`src/rtl/cpu_step_pkg.sv`:
```
// Shared definitions for the CPU step/run clock-enable block:
// FSM state encoding and default parameter values.
package cpu_step_pkg;

    typedef enum logic [1:0] {
        ST_STEP   = 2'b00,
        ST_RUN    = 2'b01,
        ST_HALTED = 2'b10
    } step_state_t;

    localparam int DEBOUNCE_DEFAULT = 1_000_000;
    localparam int CNT_W_DEFAULT    = 16;

endpackage

```
`src/rtl/cpu_step_control_if.sv`:
```
// Board-side signal bundle of cpu_step_control.
// The master modport drives the raw inputs; the slave modport is the
// step controller. cycle_count exists only when STEP_COUNTER_EN is defined.
interface cpu_step_control_if #(
    parameter int CNT_W = 16
);
    logic SLOW_CLK;
    logic BTN_STEP;
    logic RUN;
    logic HALT;
    logic cpu_en;
    logic halted;
`ifdef STEP_COUNTER_EN
    logic [CNT_W-1:0] cycle_count;

    modport master (
        output SLOW_CLK, BTN_STEP, RUN, HALT,
        input  cpu_en, halted, cycle_count
    );

    modport slave (
        input  SLOW_CLK, BTN_STEP, RUN, HALT,
        output cpu_en, halted, cycle_count
    );
`else
    modport master (
        output SLOW_CLK, BTN_STEP, RUN, HALT,
        input  cpu_en, halted
    );

    modport slave (
        input  SLOW_CLK, BTN_STEP, RUN, HALT,
        output cpu_en, halted
    );
`endif
endinterface

```
`src/rtl/cpu_step_control_debouncer.sv`:
```
// Push-button conditioner: 2-FF synchronizer, stability counter and
// debounced level. The level follows the synchronized button only after
// DEBOUNCE_CYCLES consecutive cycles of disagreement; any agreeing cycle
// restarts the count. rise is a one-cycle pulse on the level's rising edge.
module debouncer #(
    parameter int DEBOUNCE_CYCLES = 1_000_000
) (
    input  logic MCLK,
    input  logic RESET_IN,
    input  logic btn_raw,
    output logic level,
    output logic rise
);
    localparam int unsigned CW = $clog2(DEBOUNCE_CYCLES + 1);
    localparam logic [CW-1:0] LAST = CW'(DEBOUNCE_CYCLES - 1);

    logic          btn_meta;
    logic          btn_sync;
    logic          level_q;
    logic          level_prev;
    logic [CW-1:0] cnt;

    // Synchronize the button, count stable disagreement, update level
    always_ff @(posedge MCLK or posedge RESET_IN) begin
        if (RESET_IN) begin
            btn_meta   <= 1'b0;
            btn_sync   <= 1'b0;
            level_q    <= 1'b0;
            level_prev <= 1'b0;
            cnt        <= '0;
        end else begin
            btn_meta   <= btn_raw;
            btn_sync   <= btn_meta;
            level_prev <= level_q;
            if (btn_sync == level_q) begin
                cnt <= '0;
            end else if (cnt == LAST) begin
                level_q <= btn_sync;
                cnt     <= '0;
            end else begin
                cnt <= cnt + 1'b1;
            end
        end
    end

    assign level = level_q;
    assign rise  = level_q & ~level_prev;

endmodule

```
`src/rtl/cpu_step_control.sv`:
```
// cpu_step_control: turns the divider's slow square wave (free-run) or the
// debounced STEP button (single-step) into one-MCLK-cycle cpu_en pulses,
// and latches a CPU halt request until reset.
// Optional feature macro: STEP_COUNTER_EN adds the cycle_count output.
module cpu_step_control
    import cpu_step_pkg::*;
#(
    parameter int DEBOUNCE_CYCLES = DEBOUNCE_DEFAULT,
    parameter int CNT_W           = CNT_W_DEFAULT
) (
    input  logic MCLK,
    input  logic RESET_IN,
    cpu_step_control_if.slave bus
);
    if (CNT_W < 1 || DEBOUNCE_CYCLES < 1) begin : g_param_check
        $error("cpu_step_control: CNT_W and DEBOUNCE_CYCLES must be >= 1");
    end

    logic        slow_meta;
    logic        slow_s1;
    logic        slow_s2;
    logic        slow_rise;
    logic        run_meta;
    logic        run_s;
    logic        step_rise;
    step_state_t state;
    logic        cpu_en_q;
    logic        halted_q;

    // Synchronize SLOW_CLK (plus one history stage) and the RUN switch
    always_ff @(posedge MCLK or posedge RESET_IN) begin
        if (RESET_IN) begin
            slow_meta <= 1'b0;
            slow_s1   <= 1'b0;
            slow_s2   <= 1'b0;
            run_meta  <= 1'b0;
            run_s     <= 1'b0;
        end else begin
            slow_meta <= bus.SLOW_CLK;
            slow_s1   <= slow_meta;
            slow_s2   <= slow_s1;
            run_meta  <= bus.RUN;
            run_s     <= run_meta;
        end
    end

    assign slow_rise = slow_s1 & ~slow_s2;

    debouncer #(
        .DEBOUNCE_CYCLES(DEBOUNCE_CYCLES)
    ) u_debouncer (
        .MCLK    (MCLK),
        .RESET_IN(RESET_IN),
        .btn_raw (bus.BTN_STEP),
        .level   (),
        .rise    (step_rise)
    );

    // Mode FSM; the pulse source is chosen by the current state, so a mode
    // change and an edge in the same cycle act under the old mode. HALT wins.
    always_ff @(posedge MCLK or posedge RESET_IN) begin
        if (RESET_IN) begin
            state    <= ST_STEP;
            cpu_en_q <= 1'b0;
            halted_q <= 1'b0;
        end else begin
            case (state)
                ST_STEP: begin
                    if (bus.HALT) begin
                        state    <= ST_HALTED;
                        cpu_en_q <= 1'b0;
                        halted_q <= 1'b1;
                    end else begin
                        cpu_en_q <= step_rise;
                        halted_q <= 1'b0;
                        if (run_s) state <= ST_RUN;
                    end
                end
                ST_RUN: begin
                    if (bus.HALT) begin
                        state    <= ST_HALTED;
                        cpu_en_q <= 1'b0;
                        halted_q <= 1'b1;
                    end else begin
                        cpu_en_q <= slow_rise;
                        halted_q <= 1'b0;
                        if (!run_s) state <= ST_STEP;
                    end
                end
                ST_HALTED: begin
                    cpu_en_q <= 1'b0;
                    halted_q <= 1'b1;
                end
                default: begin
                    state    <= ST_STEP;
                    cpu_en_q <= 1'b0;
                    halted_q <= 1'b0;
                end
            endcase
        end
    end

    assign bus.cpu_en = cpu_en_q;
    assign bus.halted = halted_q;

`ifdef STEP_COUNTER_EN
    logic [CNT_W-1:0] count_q;

    // Count issued cpu_en pulses, wrapping naturally
    always_ff @(posedge MCLK or posedge RESET_IN) begin
        if (RESET_IN) begin
            count_q <= '0;
        end else if (cpu_en_q) begin
            count_q <= count_q + 1'b1;
        end
    end

    assign bus.cycle_count = count_q;
`endif

endmodule
```
`src/flat_wrapper.sv`:
```
// flat-port wrapper written by rule: the top's interface ports become plain ports
module cpu_step_control_flat import cpu_step_pkg::*;
#(
    parameter int DEBOUNCE_CYCLES = DEBOUNCE_DEFAULT,
    parameter int CNT_W           = CNT_W_DEFAULT
)
  (MCLK, RESET_IN, bus_SLOW_CLK, bus_BTN_STEP, bus_RUN, bus_HALT, bus_cpu_en, bus_halted);
  cpu_step_control_if #(.CNT_W(CNT_W)) bus_i ();
  input  logic MCLK;
  input  logic RESET_IN;
  input wire logic [$bits(bus_i.SLOW_CLK)-1:0] bus_SLOW_CLK;
  input wire logic [$bits(bus_i.BTN_STEP)-1:0] bus_BTN_STEP;
  input wire logic [$bits(bus_i.RUN)-1:0] bus_RUN;
  input wire logic [$bits(bus_i.HALT)-1:0] bus_HALT;
  output wire logic [$bits(bus_i.cpu_en)-1:0] bus_cpu_en;
  output wire logic [$bits(bus_i.halted)-1:0] bus_halted;
  assign bus_i.SLOW_CLK = bus_SLOW_CLK;
  assign bus_i.BTN_STEP = bus_BTN_STEP;
  assign bus_i.RUN = bus_RUN;
  assign bus_i.HALT = bus_HALT;
  assign bus_cpu_en = bus_i.cpu_en;
  assign bus_halted = bus_i.halted;
  cpu_step_control #(.DEBOUNCE_CYCLES(DEBOUNCE_CYCLES), .CNT_W(CNT_W)) u_core (.MCLK(MCLK), .RESET_IN(RESET_IN), .bus(bus_i));
endmodule
```
`config.mk`:
```
export PLATFORM = sky130hd
export DESIGN_NAME = cpu_step_control_flat
export DESIGN_NICKNAME = d
export VERILOG_FILES = /design/src/rtl/cpu_step_pkg.sv /design/src/rtl/cpu_step_control_if.sv /design/src/rtl/cpu_step_control_debouncer.sv /design/src/rtl/cpu_step_control.sv /design/src/flat_wrapper.sv
export SDC_FILE = /design/constraint.sdc
export NUM_CORES = 1
export LEC_CHECK = 0
export BUFFER_PORTS_ARGS = -buffer_cell sky130_fd_sc_hd__buf_2
export CAP_MARGIN = 20
export CORE_MARGIN = 4
export CORE_UTILIZATION = 45
export DETAILED_ROUTE_END_ITERATION = 16
export HOLD_SLACK_MARGIN = 0.15
export SKIP_CTS_REPAIR_TIMING = 1
export SLEW_MARGIN = 20
export SYNTH_ARGS = -nofsm -noshare
export SYNTH_HDL_FRONTEND = slang
export SYNTH_SLANG_ARGS = --single-unit
```
`constraint.sdc`:
```
create_clock -name MCLK -period 2.2 [get_ports MCLK]
set_clock_uncertainty 0.1 [all_clocks]
set_input_delay 0.11 -clock MCLK [delete_from_list [all_inputs] [get_ports MCLK]]
set_output_delay 0.11 -clock MCLK [all_outputs]
set_load 0.01 [all_outputs]
```
==> summary.txt <==
Logic synthesis
  – Post-synth top flop: dfrtp_1
  – Yosys warns: 0
  – Seq/Total Area, Yosys: 0.569
  – Synthesized area per cell: 11.1 um^2
  – Number of synthesized flops with an enable pin: 0
  – Count leader, synth: dfrtp_1
  – Synth Cell Area: 1450 um^2
  – Cells after synthesis: ~130
  – Post-synth top area cell: dfrtp_1
  – FFs w/ async S/R, synth: 1.00
  – Syn Nets: 138
  – Top-area cell type share of the netlist area: 0.569
  – Synthesized flop and latch total: 33
  – Count of cell types in the netlist: 27
  – Commonest cells post-synth: 33 x dfrtp_1, 22 x nor2_1, 13 x xnor2_1
  – Synth top area cells: dfrtp_1 57%, xnor2_1 7.8%, nor2_1 5.7%

Routing
  – Routed vias/inst: 5.13
  – WL per Instance: 12.8 um
  – Vias: 1,037
  – Drt pass-1 iters: 4
  – Final wirelength: 2590 um
  – Post-route ant nets: 0
  – Initial DRC count: 48
  – DRC: 0

Clocking
  – Clock Path Buffers: 2
  – CTS H-tree lvls: 2
  – Worst skew pair latency: 0.33 ns
  – Clk sink count: 33
  – Worst-path clk slew: around 0.10 ns
  – CTS tree: yes
  – CTS Buf Count: 5
  – CTS root buf: clkbuf_4

Power and ir drop
  – Pwr dens: about 660 nW/um^2
  – LEAKAGE: 0.715 nW
  – Tot Pwr: 1.13 mW
  – Maximum vdd drop: 0.509 mV

Place
  – GPL Wtd Cong: 0.806
  – HPWL Detailed: 1820 um
  – Port-buffer cells: 7

Worst setup path
  – Setup crit end kind: flip-flop
  – Crit Path Class: flip-flop to flip-flop
  – R2r worst-path depth: 5
  – Crit path max fanout: 10
  – CP arrival: 2.25 ns
  – Critical Path RT: 2.31 ns
  – Crit start category: flip-flop

Run
  – MaxCap Viol Count: 0

Cells and area
  – Final #Nets: about 160
  – Largest registers: u_core.u_debouncer.cnt x20, u_core.state x2
  – Synthesis-to-finish area growth: 19.0%
  – Share of cells above drive strength 1: 0.203
  – Antenna Cells: 0
  – Core Util, Final: 0.561
  – Most flops, register: u_core.u_debouncer.cnt
  – Largest register FFs: 20

Run status
  – Outcome: finished, final reports clean

Floorplan
  – Row cnt: 20
  – Ports: 8
  – DIE HEIGHT: about 65 um
  – Starting density of the core: 0.472
  – Chip width: 64.8 um
  – Die Footprint: ~4200 um^2
  – Placeable Area: 3080 um^2

STA
  – Final Max Tran Viols: 0
  – RSZ-0062 raised after global routing: true
  – Final Setup Violations: 0
  – Slew margin rel.: 0.712
  – Final Hold Vio Count: 0
  – Fin crit share: 0.971
  – Worst-margin pin slew: 0.431 ns
  – Fmax: 0.468 GHz
  – Fin crit period: 2.14 ns

Global route
  – Largest net degree at the start of global routing: 34
  – Initial antenna violation count: 0
  – GRT Residual Overflow: 0
  – First-pass GRT wire length: ~4600 um
  – Number of global-route vias before repair: 1,004
  – Overall Global Routing Usage: 0.147

Worst hold path
  – Worst Hold Path Cells: 0
  – HP Class: flip-flop to flip-flop
[cells in the final DEF, fill, tap and decap left out, types with 6 or more instances in the layout]
master / netlist / layout
xnor2_1: 13 / 13
buf_2: 0 / 7
nand2_1: 6 / 6
nand3_1: 7 / 7
nor2_1: 22 / 22
dfrtp_1: 33 / 33
buf_4: 0 / 11
[path summary, 6_finish.rpt]
check | from | to | slack, ns
max | u_core.u_debouncer.cnt[15] | u_core.u_debouncer.cnt[18] | 0.06
min | u_core.u_debouncer.btn_meta | u_core.u_debouncer.btn_sync | 0.26
max reg2reg | u_core.u_debouncer.cnt[15] | u_core.u_debouncer.cnt[18] | 0.06
min reg2reg | u_core.u_debouncer.btn_meta | u_core.u_debouncer.btn_sync | 0.26
max in group asynchronous | RESET_IN | u_core.u_debouncer.cnt[18] | 1.42
min in group asynchronous | RESET_IN | u_core.slow_s2 | 0.29
[routing by layer]
layer  track usage  up-vias  part of all wire
met1         0.197      505              0.47
li1              -      508                 -
met4        0.0712        0             0.022
met2         0.209       16              0.47
met5             0        -                 0
met3        0.0520        8             0.039
[cells by family after synthesis]
family,Yosys count,synth area share
AO/OA/AOI/OAI,10,0.0543
XOR/XNOR,16,0.0966
adder cells (fa/ha/maj),1,0.00862
buffers and inverters,9,0.0388
flip-flops,33,0.569
multiplexers,1,0.00776
AND/OR/NAND/NOR,61,0.225
[where the power goes]
| part | internal [mW] | total, mW | switching [mW] |
|---|---|---|---|
| registers | 0.617 | 0.625 | 0.00770 |
| logic | 0.0183 | 0.0437 | 0.0254 |
| clock network | 0.271 | 0.463 | 0.192 |
| total | 0.907 | 1.13 | 0.225 |
[worst max-delay path: stages (launching register included)]
cell	delay [ns]
dfrtp_1	0.39
or4b_1	0.51
or4_4	0.55
o31ai_4	0.20
buf_4	0.21
a21oi_1	0.06
[cell type report]
| cell class | instances | area, um^2 |
|---|---|---|
| fill | 282 | 1350 |
| tap | 44 | 55.1 |
| inverter | 5 | 18.8 |
| timing repair buffer | 23 | 168 |
| multi-input combinational | 89 | 574 |
| clock buffer | 7 | 55.1 |
| clock inverter | 1 | 30.0 |
| sequential | 33 | 826 |
[metrics by stage]
step / hold slack (ns) / TNS, ns / worst slack, ns / cells / area, um^2
final: 0.255 / 0 / 0.0634 / 202 / 1730
after global routing: 0.274 / -0.00184 / -0.00184 / 202 / 1730
after CTS: -0.256 / 0 / 0.00946 / 197 / 1670
after detailed placement: 0.113 / 0 / 0.0260 / 189 / 1590
after global placement: 0.108 / 0 / 0.0755 / 189 / 1590
after floorplan: 0.0414 / 0 / 0.0398 / 131 / 1450
Note: power is estimated with default switching activity, not from simulation.
